--- config.mk ---
export PLATFORM = sky130hd
export DESIGN_NAME = endpoint_ctrl
export DESIGN_NICKNAME = d
export VERILOG_FILES = /design/src/rtl/endpoint_ctrl.sv
export SDC_FILE = /design/constraint.sdc
export NUM_CORES = 1
export LEC_CHECK = 0
export CAP_MARGIN = 10
export CELL_PAD_IN_SITES_DETAIL_PLACEMENT = 1
export CELL_PAD_IN_SITES_GLOBAL_PLACEMENT = 1
export CORE_MARGIN = 2
export CORE_UTILIZATION = 31
export CTS_BUF_LIST = sky130_fd_sc_hd__clkbuf_16
export DETAILED_ROUTE_END_ITERATION = 10
export PLACE_DENSITY = 0.84
export SYNTH_ARGS = -nofsm -noshare
export SYNTH_HDL_FRONTEND = slang
export SYNTH_SLANG_ARGS = --single-unit
--- constraint.sdc ---
create_clock -name clk -period 2.15 [get_ports clk]
set_input_delay 0.215 -clock clk [delete_from_list [all_inputs] [get_ports clk]]
set_output_delay 0.215 -clock clk [all_outputs]
set_load 0.005 [all_outputs]
--- src/rtl/endpoint_ctrl.sv ---
// USB endpoint handshake controller. It decodes tokens, counts the payload bytes of a data
// packet, and answers with an ACK or NAK handshake. Define ENDPOINT_CTRL_PID_CHECK_EN to
// ACK only DATA0/DATA1 packets.
module endpoint_ctrl #(
    parameter logic [6:0] DEV_ADDR = 7'd0,
    parameter logic [3:0] EP_NUM   = 4'd0
) (
    input  logic        clk,
    input  logic        nrst,
    input  logic [23:0] token_in,
    input  logic        token_in_strb,
    input  logic [7:0]  data_in,
    input  logic        data_in_strb,
    input  logic        data_in_end,
    input  logic        data_in_fail,
    input  logic [7:0]  pid,
    output logic [7:0]  data_o,
    output logic        data_o_start_stop,
    input  logic        data_o_strb,
    input  logic        data_o_fail
);
    // state    | meaning
    // IDLE     | waiting for a token addressed to this endpoint
    // RX_DATA  | counting payload bytes of a SETUP/OUT data packet
    // TX_START | one cycle: handshake byte on data_o, start marker high
    // TX_WAIT  | waiting for the transmitter to request the stop marker
    typedef enum logic [1:0] {IDLE, RX_DATA, TX_START, TX_WAIT} state_t;

    localparam logic [7:0] PID_SETUP = 8'h2D;
    localparam logic [7:0] PID_OUT   = 8'hE1;
    localparam logic [7:0] PID_IN    = 8'h69;
    localparam logic [7:0] PID_ACK   = 8'hD2;
    localparam logic [7:0] PID_NAK   = 8'h5A;

    state_t     state, state_nxt;
    logic [6:0] byte_cnt, byte_cnt_nxt;
    logic [7:0] hs_byte, hs_byte_nxt;
    logic       is_setup, is_setup_nxt;

    logic       tok_ok;
    logic [6:0] cnt_now;
    logic       len_ok;
    logic       pid_ok;
    logic       unused_bits;

    assign tok_ok = token_in_strb
                  && (token_in[3:0] == ~token_in[7:4])
                  && (token_in[14:8] == DEV_ADDR)
                  && (token_in[18:15] == EP_NUM);

    // A byte strobed together with data_in_end belongs to the packet.
    always_comb begin
        cnt_now = byte_cnt;
        if (data_in_strb && byte_cnt != 7'd127)
            cnt_now = byte_cnt + 7'd1;
    end

    assign len_ok = is_setup ? (cnt_now == 7'd8) : (cnt_now <= 7'd64);

`ifdef ENDPOINT_CTRL_PID_CHECK_EN
    assign pid_ok = (pid == 8'hC3) || (pid == 8'h4B);
`else
    assign pid_ok = 1'b1;
`endif

    // Payload and CRC5 are never inspected.
    assign unused_bits = ^{data_in, token_in[23:19], pid};

    always_ff @(posedge clk or negedge nrst) begin
        if (!nrst) begin
            state    <= IDLE;
            byte_cnt <= 7'd0;
            hs_byte  <= 8'h00;
            is_setup <= 1'b0;
        end else begin
            state    <= state_nxt;
            byte_cnt <= byte_cnt_nxt;
            hs_byte  <= hs_byte_nxt;
            is_setup <= is_setup_nxt;
        end
    end

    always_comb begin
        state_nxt         = state;
        byte_cnt_nxt      = byte_cnt;
        hs_byte_nxt       = hs_byte;
        is_setup_nxt      = is_setup;
        data_o            = 8'h00;
        data_o_start_stop = 1'b0;

        case (state)
            IDLE, RX_DATA: begin
                if (state == RX_DATA) begin
                    byte_cnt_nxt = cnt_now;
                    if (data_in_fail)
                        state_nxt = IDLE;
                    else if (data_in_end) begin
                        if (len_ok && pid_ok) begin
                            hs_byte_nxt = PID_ACK;
                            state_nxt   = TX_START;
                        end else
                            state_nxt = IDLE;
                    end
                end
                // A fresh valid token overrides whatever the data path decided.
                if (tok_ok) begin
                    if (token_in[7:0] == PID_SETUP || token_in[7:0] == PID_OUT) begin
                        byte_cnt_nxt = 7'd0;
                        is_setup_nxt = (token_in[7:0] == PID_SETUP);
                        state_nxt    = RX_DATA;
                    end else if (token_in[7:0] == PID_IN) begin
                        hs_byte_nxt = PID_NAK;
                        state_nxt   = TX_START;
                    end
                end
            end
            TX_START: begin
                data_o            = hs_byte;
                data_o_start_stop = 1'b1;
                state_nxt         = TX_WAIT;
            end
            TX_WAIT: begin
                if (data_o_fail)
                    state_nxt = IDLE;
                else if (data_o_strb) begin
                    data_o_start_stop = 1'b1;
                    state_nxt         = IDLE;
                end
            end
            default: state_nxt = IDLE;
        endcase
    end
endmodule

==> impl_metrics.json <==
{
  "p_sw_mw": 0.2249,
  "core_um2": 4058,
  "netlist_area_um2": 1331,
  "ios": 57,
  "route.detailed.wl_per_inst_um": 17.74,
  "fill_cells": 448,
  "min_period_ns": 2.017,
  "cts.sinks": 18,
  "finalCritPeriodShare": 0.9381,
  "max_clock_freq_ghz": 0.4958,
  "hold_class": "primary input to async pin",
  "synthFlopType": "dfrtp_1",
  "dp_hpwl_um": 2975,
  "grt_pass1_wl_um": 6451,
  "worstMarginPinSlew_ns": 0.4834,
  "setup_tns_ns": 0,
  "yosysSeqAreaShare": 0.3383,
  "drv_slew": 0,
  "cap_violations": 0,
  "grtUsageTotal": 0.1645,
  "syn_avg_cell_area_um2": 10.48,
  "via_per_inst": 5.757,
  "drt-pass1-iter-count": 4,
  "num_vias": 1255,
  "start_util": 0.3281,
  "p_int_mw": 0.6922,
  "status": "complete, no violations",
  "cts_tree": "built",
  "routed_wl_um": 3867,
  "power_density_nw_per_um2": 500.6,
  "diodes": 0,
  "nets": 218,
  "clk_latency_ns": 0.25,
  "synth_edf_count": 0,
  "yosysWarningCount": 0,
  "clockPowerShare": 0.415,
  "power.leakage_nw": 0.7138,
  "dpl.cell_count": 214,
  "grt_pass1_vias": 1333,
  "rrSetupSlack_ns": 0.15,
  "cts_hold_buf": 0,
  "drtIter0Drc": 46,
  "clock_skew_ns": 0.003348,
  "crit_required_ns": 1.93,
  "grt.overflow.total": 0,
  "multiInputGateArea_um2": 822.0,
  "register_area_um2": 450.4,
  "clk_pin_slew_worst_paths_ns": 0.06,
  "drive_gt1_frac": 0.1905,
  "async_reset_ff_frac": 1.000,
  "antenna_found_initial": 0,
  "synth_area_leaders": "dfrtp_1 34%, and2_1 4.2%, nand4bb_1 3.4%",
  "cts_root_buf": "clkbuf_16",
  "cts.path.max_buffers": 2,
  "cp.arrival_ns": 1.80,
  "critPathLaunchType": "flip-flop",
  "synth_top_area_cell": "dfrtp_1",
  "setup_violations": 0,
  "syn2layout_area_growth_pct": 37.59,
  "die_height_um": 69.53,
  "comb_power_share": 0.181,
  "io_buffers": 35,
  "place.gp.congestion": 0.8445,
  "die-area_um2": 4834,
  "worstPathMaxFanout": 9,
  "swShare": 0.2452,
  "cts_max_level": 1,
  "drtAntennaViolNets": 0,
  "place_ws_ns": -0.1346,
  "fin_cells": 218,
  "netlist.area_leader.share": 0.3383,
  "ys_types": 51,
  "cts_made_buffers": 3,
  "rsz0062_at_grt": "no",
  "grt_max_degree": 19,
  "drc_errors": 0,
  "fp-row-count": 23,
  "p_seq_frac": 0.404,
  "yosys_register_bits": 18,
  "vdd_drop_max_uv": 209.6,
  "dpl_cell_area_um2": 1742,
  "worstSetupPathType": "flip-flop to primary output",
  "slew_headroom": 0.6748,
  "finalPower_mw": 0.9170,
  "die_w_um": 69.53,
  "finalWorstSetupSlack_ns": 0.1330,
  "synthCells": 127,
  "synth_nets": 176,
  "cp-end-kind": "primary output",
  "stdcell_area_um2": 1832,
  "final_hold_viol_count": 0
}
[through the flow]
stage / hold slack (ns) / utilization
2_1_floorplan: -0.08059 / -
3_3_place_gp: 0.4499 / 0.4292
3_5_place_dp: 0.4500 / 0.4292
4_1_cts: 0.3087 / 0.4487
5_1_grt: 0.3305 / 0.4514
6_report: 0.2988 / 0.4514
[what timing repair did]
action,in CTS,in global routing
setup endpoints to repair,0,11
resized for setup,0,3
setup buffers,0,0
[state kept, by name, indices dropped and copies added (netlist names)]
name      cells
is_setup      1
state         2
byte_cnt      7
hs_byte       8
[layer usage]
metal	global-route usage	part of all wire	vias to the layer above
li1	-	-	582
met1	0.1882	0.40	632
met2	0.3130	0.55	35
met3	0.02326	0.043	6
met4	0.04793	0.0098	0
met5	0	0	-
[cells in the mapped netlist (all sizes together) (2+ instances only)]
master and instances:
xor2 3, a21o 4, nand4bb 4, nor2 8, nor4 4, a211oi 2, nand3b 3, and2 9
a22o 4, nor4bb 2, mux2 2, nor4b 2, nand2 4, nand2b 2, buf 5, inv 2
nand4 7, a21oi 5, nor2b 3, nand3 5, dfrtp 18, and3 5, nor3 4
[power groups by stage]
stage               Combinational, mW  Sequential, mW  Clock [mW]
finish                          0.166           0.371       0.381
global route                    0.178           0.373       0.408
CTS                             0.165           0.370       0.388
detailed placement              0.164           0.376           0
global placement                0.154           0.373           0
floorplan                      0.0778           0.372           0
[path summary, 6_finish.rpt]
check	from	endpoint	cells after the start
max	state[1]$_DFFE_PN0P_	data_o[3]	3
min	nrst	byte_cnt[3]$_DFFE_PN0P_	2
max reg2reg	byte_cnt[1]$_DFFE_PN0P_	state[1]$_DFFE_PN0P_	6
min reg2reg	hs_byte[4]$_DFFE_PN0P_	hs_byte[4]$_DFFE_PN0P_	1
max in group asynchronous	nrst	hs_byte[7]$_DFFE_PN0P_	2
min in group clk	hs_byte[4]$_DFFE_PN0P_	hs_byte[4]$_DFFE_PN0P_	1
[cells by family after synthesis]
logic type / share of synthesized area
AOI/OAI and AO/OA: 0.2086
buffers and inverters: 0.05263
DFF: 0.3383
xor gates and xnor gates: 0.01974
adders and majority gates: 0.009397
muxes: 0.01692
and+or+nand+nor: 0.3543
[layout by cell type, fill, tap and decap left out, types with 6 or more instances in the layout]
cell type	n
nand4_1	6
and2_1	9
nor2_1	6
dfrtp_1	18
buf_4	8
clkdlybuf4s50_1	35
[worst max-delay path, stage by stage (launching register included)]
cell and delay (ns):
dfrtp_1 0.53, nor2b_2 0.34, and2_1 0.18, clkdlybuf4s50_1 0.50
[final cells by class]
| type | instances | share of cell area |
|---|---|---|
| multi-input cells | 101 | 0.4488 |
| flip-flops and latches | 18 | 0.2459 |
| repair buffers | 43 | 0.2240 |
| clock buffers | 3 | 0.04098 |
| well taps | 50 | 0.03415 |
| inverters | 2 | 0.004098 |
| clock inverters | 1 | 0.002049 |
(Power assumes the default switching activity.)
